<file path="config.mk">
export PLATFORM = sky130hd
export DESIGN_NAME = vga_timing_gen
export DESIGN_NICKNAME = d
export VERILOG_FILES = /design/src/rtl/vga_timing_gen.sv
export SDC_FILE = /design/constraint.sdc
export NUM_CORES = 1
export LEC_CHECK = 0
export CORE_MARGIN = 3
export CORE_UTILIZATION = 55
export DETAILED_ROUTE_END_ITERATION = 12
export DONT_BUFFER_PORTS = 1
export GPL_TIMING_DRIVEN = 0
export PLACE_DENSITY = 0.8
export RECOVER_POWER = 25
export SLEW_MARGIN = 20
export SYNTH_ARGS = -nofsm -noshare
export SYNTH_HDL_FRONTEND = slang
export SYNTH_SLANG_ARGS = --single-unit
</file>
<file path="constraint.sdc">
create_clock -name vga_clk -period 3 [get_ports vga_clk]
set_clock_uncertainty 0.1 [all_clocks]
set_input_delay 0.3 -clock vga_clk [delete_from_list [all_inputs] [get_ports vga_clk]]
set_output_delay 0.3 -clock vga_clk [all_outputs]
set_load 0.03 [all_outputs]
</file>
<file path="src/rtl/vga_timing_gen.sv">
// -----------------------------------------------------------------------------
// vga_timing_gen
//   640x480 @ 60 Hz VGA raster timing generator, clocked by the 25 MHz pixel
//   clock. A horizontal counter (hc) and a vertical counter (vc) walk the full
//   raster including porches and sync. Every decoded output is registered from
//   the next-state counter values so it lines up with DrawX/DrawY in the same
//   cycle without a comparator-to-pin combinational path.
//
// Ports
//   vga_clk     in   pixel clock, all state on the rising edge
//   reset       in   asynchronous, active-high; forces position (0,0)
//   DrawX       out  [9:0] horizontal count, 0..H_TOTAL-1
//   DrawY       out  [9:0] vertical count,   0..V_TOTAL-1
//   blank       out  1 = active video, 0 = blanking interval
//   hs          out  horizontal sync, active-low
//   vs          out  vertical sync, active-low
//   frame_start out  high while DrawX==0 and DrawY==0
//   line_end    out  high while DrawX==H_TOTAL-1
// -----------------------------------------------------------------------------
module vga_timing_gen #(
   parameter int H_VISIBLE = 640,
   parameter int H_FRONT   = 16,
   parameter int H_SYNC    = 96,
   parameter int H_BACK    = 48,
   parameter int V_VISIBLE = 480,
   parameter int V_FRONT   = 10,
   parameter int V_SYNC    = 2,
   parameter int V_BACK    = 33
) (
   input  logic       vga_clk,
   input  logic       reset,
   output logic [9:0] DrawX,
   output logic [9:0] DrawY,
   output logic       blank,
   output logic       hs,
   output logic       vs,
   output logic       frame_start,
   output logic       line_end
);

   localparam int H_TOTAL = H_VISIBLE + H_FRONT + H_SYNC + H_BACK;
   localparam int V_TOTAL = V_VISIBLE + V_FRONT + V_SYNC + V_BACK;

   // Counter-width copies of the decode thresholds
   localparam logic [9:0] HC_LAST  = 10'(H_TOTAL - 1);
   localparam logic [9:0] VC_LAST  = 10'(V_TOTAL - 1);
   localparam logic [9:0] H_VIS    = 10'(H_VISIBLE);
   localparam logic [9:0] V_VIS    = 10'(V_VISIBLE);
   localparam logic [9:0] HS_START = 10'(H_VISIBLE + H_FRONT);
   localparam logic [9:0] HS_END   = 10'(H_VISIBLE + H_FRONT + H_SYNC);
   localparam logic [9:0] VS_START = 10'(V_VISIBLE + V_FRONT);
   localparam logic [9:0] VS_END   = 10'(V_VISIBLE + V_FRONT + V_SYNC);

   logic [9:0] r_hc;
   logic [9:0] r_vc;
   logic       r_blank;
   logic       r_hs;
   logic       r_vs;
   logic       r_frame_start;
   logic       r_line_end;

   logic       w_h_wrap;
   logic [9:0] w_hc_nxt;
   logic [9:0] w_vc_nxt;

   // Next raster position; vc only moves on the cycle hc wraps, so the
   // (last,last) -> (0,0) transition happens in a single edge.
   always_comb begin
      w_h_wrap = (r_hc == HC_LAST);
      w_hc_nxt = w_h_wrap ? 10'd0 : r_hc + 10'd1;
      w_vc_nxt = r_vc;
      if (w_h_wrap) begin
         w_vc_nxt = (r_vc == VC_LAST) ? 10'd0 : r_vc + 10'd1;
      end
   end

   // Decodes use the next-state position so the registered flags describe
   // the same pixel as the registered counters.
   always_ff @(posedge vga_clk or posedge reset) begin
      if (reset) begin
         r_hc          <= 10'd0;
         r_vc          <= 10'd0;
         r_blank       <= 1'b1;
         r_hs          <= 1'b1;
         r_vs          <= 1'b1;
         r_frame_start <= 1'b1;
         r_line_end    <= 1'b0;
      end else begin
         r_hc          <= w_hc_nxt;
         r_vc          <= w_vc_nxt;
         r_blank       <= (w_hc_nxt < H_VIS) && (w_vc_nxt < V_VIS);
         r_hs          <= !((w_hc_nxt >= HS_START) && (w_hc_nxt < HS_END));
         r_vs          <= !((w_vc_nxt >= VS_START) && (w_vc_nxt < VS_END));
         r_frame_start <= (w_hc_nxt == 10'd0) && (w_vc_nxt == 10'd0);
         r_line_end    <= (w_hc_nxt == HC_LAST);
      end
   end

   assign DrawX       = r_hc;
   assign DrawY       = r_vc;
   assign blank       = r_blank;
   assign hs          = r_hs;
   assign vs          = r_vs;
   assign frame_start = r_frame_start;
   assign line_end    = r_line_end;

endmodule
</file>
==> metrics.md <==
| Metric | Value |
|---|---|
| Run status | complete, no violations |
| Post-Route WL | approximately 3300 microns |
| Post-synth EDFFs | 0 |
| Initial antenna violation count | 0 |
| CP max stage delay | 0.60 ns |
| Worst slew margin | around two fifths |
| Nets | 180 |
| CTS Hold Bufs | 1 |
| FF-to-FF End | frame_start |
| All-Layer GR Usage | 21.1% |
| Post-detail-place hpwl | 2490 microns |
| Placed Area | roughly 1500 sq um |
| Maximum root-to-sink buffer count | 2 |
| Most frequent cells in the layout | dfrtp_1, nand2_1, nor2_1 |
| R2r worst-path depth | 9 |
| Num CTS Buffers | 3 |
| Tmin final | between 2 and 3 ns |
| Commonest non-fill, non-tap cell in the layout | dfrtp_1 |
| First-pass GRT wire length | 5510 microns |
| Drt drc | 0 |
| DP Worst Slack | about 0.32 ns |
| Synth Register Bits | 25 |
| Initial core utilization | 59.1% |
| Worst-margin pin slew | 0.887 ns |
| Most area-hungry cell type in the Yosys netlist | dfrtp_1 |
| Critical Path Sink Type | register |
| Grt ovf | 0 |
| Synth top area share | 35.2% |
| Synth Net Count | 174 |
| Reg2reg setup slack | ~0.28 ns |
| Final Hold Viols | 0 |
| YS warnings | 0 |
| Delay-heaviest family, CP | simple AND/OR/NAND/NOR gates |
| Clock transition at path regs | ~0.13 ns |
| Setup violators final | 0 |
| Fin area | 1570 sq um |
| Avg Vias per Cell | between 6 and 7 |
| Htree depth | 1 |
| Gp weighted congestion | 0.863 |
| Area grow syn2layout | 4.95% |
| Hold crit path type | in2async |
| RSZ-0062 raised after global routing | no |
| Leak pwr | just under 0.0007 uW |
| Slowest cell on the critical path | dfrtp_1 |
| Rows | 18 |
| Cts repair resizes | 0 |
| Netlist Area Pre-Place | 1490 sq um |
| Syn Area/Cell | between 8 and 9 sq um |
| Crit Path Category | reg2reg |
| DIE HEIGHT | 58.1 microns |
| Seq/Total Area, Yosys | 42.3% |
| Max-cap viol count | 0 |
| ANT nets after route | 0 |
| Fraction of layout cells with a size suffix above 1 | 8.67% |
| Port bufs | 0 |
| FMAX | around 370 MHz |
| DRT iter0 DRCs | 32 |
| Footprint of the multi-input gates | 783 sq um |
| Final TNS setup | 0 ns |
| Clock tree root buffer cell | clkbuf_4 |
| Async S/R FF share, synth | 100% |
| Antenna cells | 0 |
| Die area | 3370 sq um |
| Largest fanout on the critical path | 10 |
| # fillers | 226 |
| Detailed Routing Iterations Pass 1 | 4 |
| Largest net degree at the start of global routing | 26 |
| Max IR drop VDD | roughly 0.23 mV |
| Crit path setup slack, layout | 0.283 ns |
| CTS tree | built |
| CTS sink cnt | 25 |
| Core Region | 2520 sq um |
| Post-CTS Repair Setup Buffers | 0 |
| CP cell instances | ha_1, and4_1, buf_2, and3_1, buf_2, o21ai_0, mux2_4, nor2_2, and4_1 |
| IO Pins | 27 |
| WL/cell | 16.2 microns |
| WHS | about 0.5 ns |
| Cell Pwr Density | 317 nW/um^2 |
| Synth Flop Type | dfrtp_1 |
| Final Cycle Share | 90.6% |
| Vias | approximately 1.2k |
| Crit path DAT | 2.89 ns |
| Buf/Inv on CP | 2 |
| Clock latency at the later pin of the worst-skew pair | 0.32 ns |
| Synth cell types | 44 |
| Crit path launch type | register |
| CP required | 3.17 ns |
| Reg-to-reg startpoint | DrawX[0] |
| Max Slew Vio Count | 0 |
| Cell count after synthesis | 168 |
| DIE WIDTH | between 50 and 60 microns |
| Vias in the first global route | around 1.2k |
| Ranking of synthesized cells by area | dfrtp_1, dfstp_2, nand2_1 |
| Reg area | 631 sq um |
==> logic make-up after synthesis <==
family,count (synthesis),synth area share (%)
AO/OA/AOI/OAI,22,9.31
XOR/XNOR,14,8.22
adder cells (fa/ha/maj),4,3.36
buffers and inverters,18,5.20
flip-flops,25,42.3
multiplexers,4,3.19
AND/OR/NAND/NOR,81,28.4
==> metrics by stage <==
| step | total power, uW | instances | util [%] |
|---|---|---|---|
| after floorplan | 348 | 168 | - |
| after global placement | 350 | 198 | 60.6 |
| after detailed placement | 350 | 198 | 60.6 |
| after CTS | 498 | 203 | 62.1 |
| after global routing | 515 | 203 | 62.1 |
| final | 496 | 203 | 62.1 |
==> synthesized netlist by cell type (all sizes together) (4+ instances only) <==
library cell / instances
xor2: 7
buf: 4
clkbuf: 4
nor2: 18
nor3: 8
nand2: 17
dfstp: 4
inv: 10
and3: 5
ha: 4
xnor2: 7
nand4: 5
or2: 4
dfrtp: 21
nand3: 11
o21ai: 9
==> layer usage <==
| metal | GRT usage [%] | wire length [microns] |
|---|---|---|
| met3 | 4.90 | 202 |
| met4 | 6.29 | 27 |
| met1 | 29.2 | 1540 |
| met5 | 0 | 0 |
| met2 | 32.7 | 1510 |
==> power breakdown <==
part / switching, uW / internal (uW)
clock network: 99.9 / 52.0
logic: 6.04 / 0.943
registers: 0 / 337
total: 106 / 390
==> sequential cells by signal (all words and copies together) (netlist names) <==
| name | flops |
|---|---|
| DrawX | 10 |
| DrawY | 10 |
| blank | 1 |
| frame_start | 1 |
| hs | 1 |
| line_end | 1 |
| vs | 1 |
==> cell type report <==
type	instances	share of cell area (%)
Multi-Input combinational cell	125	50.0
Sequential cell	25	40.3
Buffer	8	2.56
Inverter	10	2.40
Tap cell	30	2.40
Clock buffer	4	1.68
Timing Repair Buffer	1	0.639
==> worst reg2reg max path, delay by kind of cell, from the launching register on <==
kind / cells / cell delay (ns)
AND/OR/NAND/NOR: 4 / 0.77
AO/OA/AOI/OAI: 1 / 0.12
buffers and inverters: 2 / 0.45
adder cells (fa/ha/maj): 1 / 0.33
flip-flops: 1 / 0.60
multiplexers: 1 / 0.30
==> worst max-delay path by stage <==
stage          startpoint  slack, ns           to  cells past startpoint
2_1_floorplan    DrawX[0]       0.67  frame_start                      9
3_3_place_gp     DrawX[0]       0.35  frame_start                      9
3_5_place_dp     DrawX[0]       0.32  frame_start                      9
4_1_cts          DrawX[0]       0.29  frame_start                      9
5_1_grt          DrawX[0]       0.10  frame_start                      9
6_report         DrawX[0]       0.28  frame_start                      9
No activity file was read; power rests on OpenSTA's default activity.
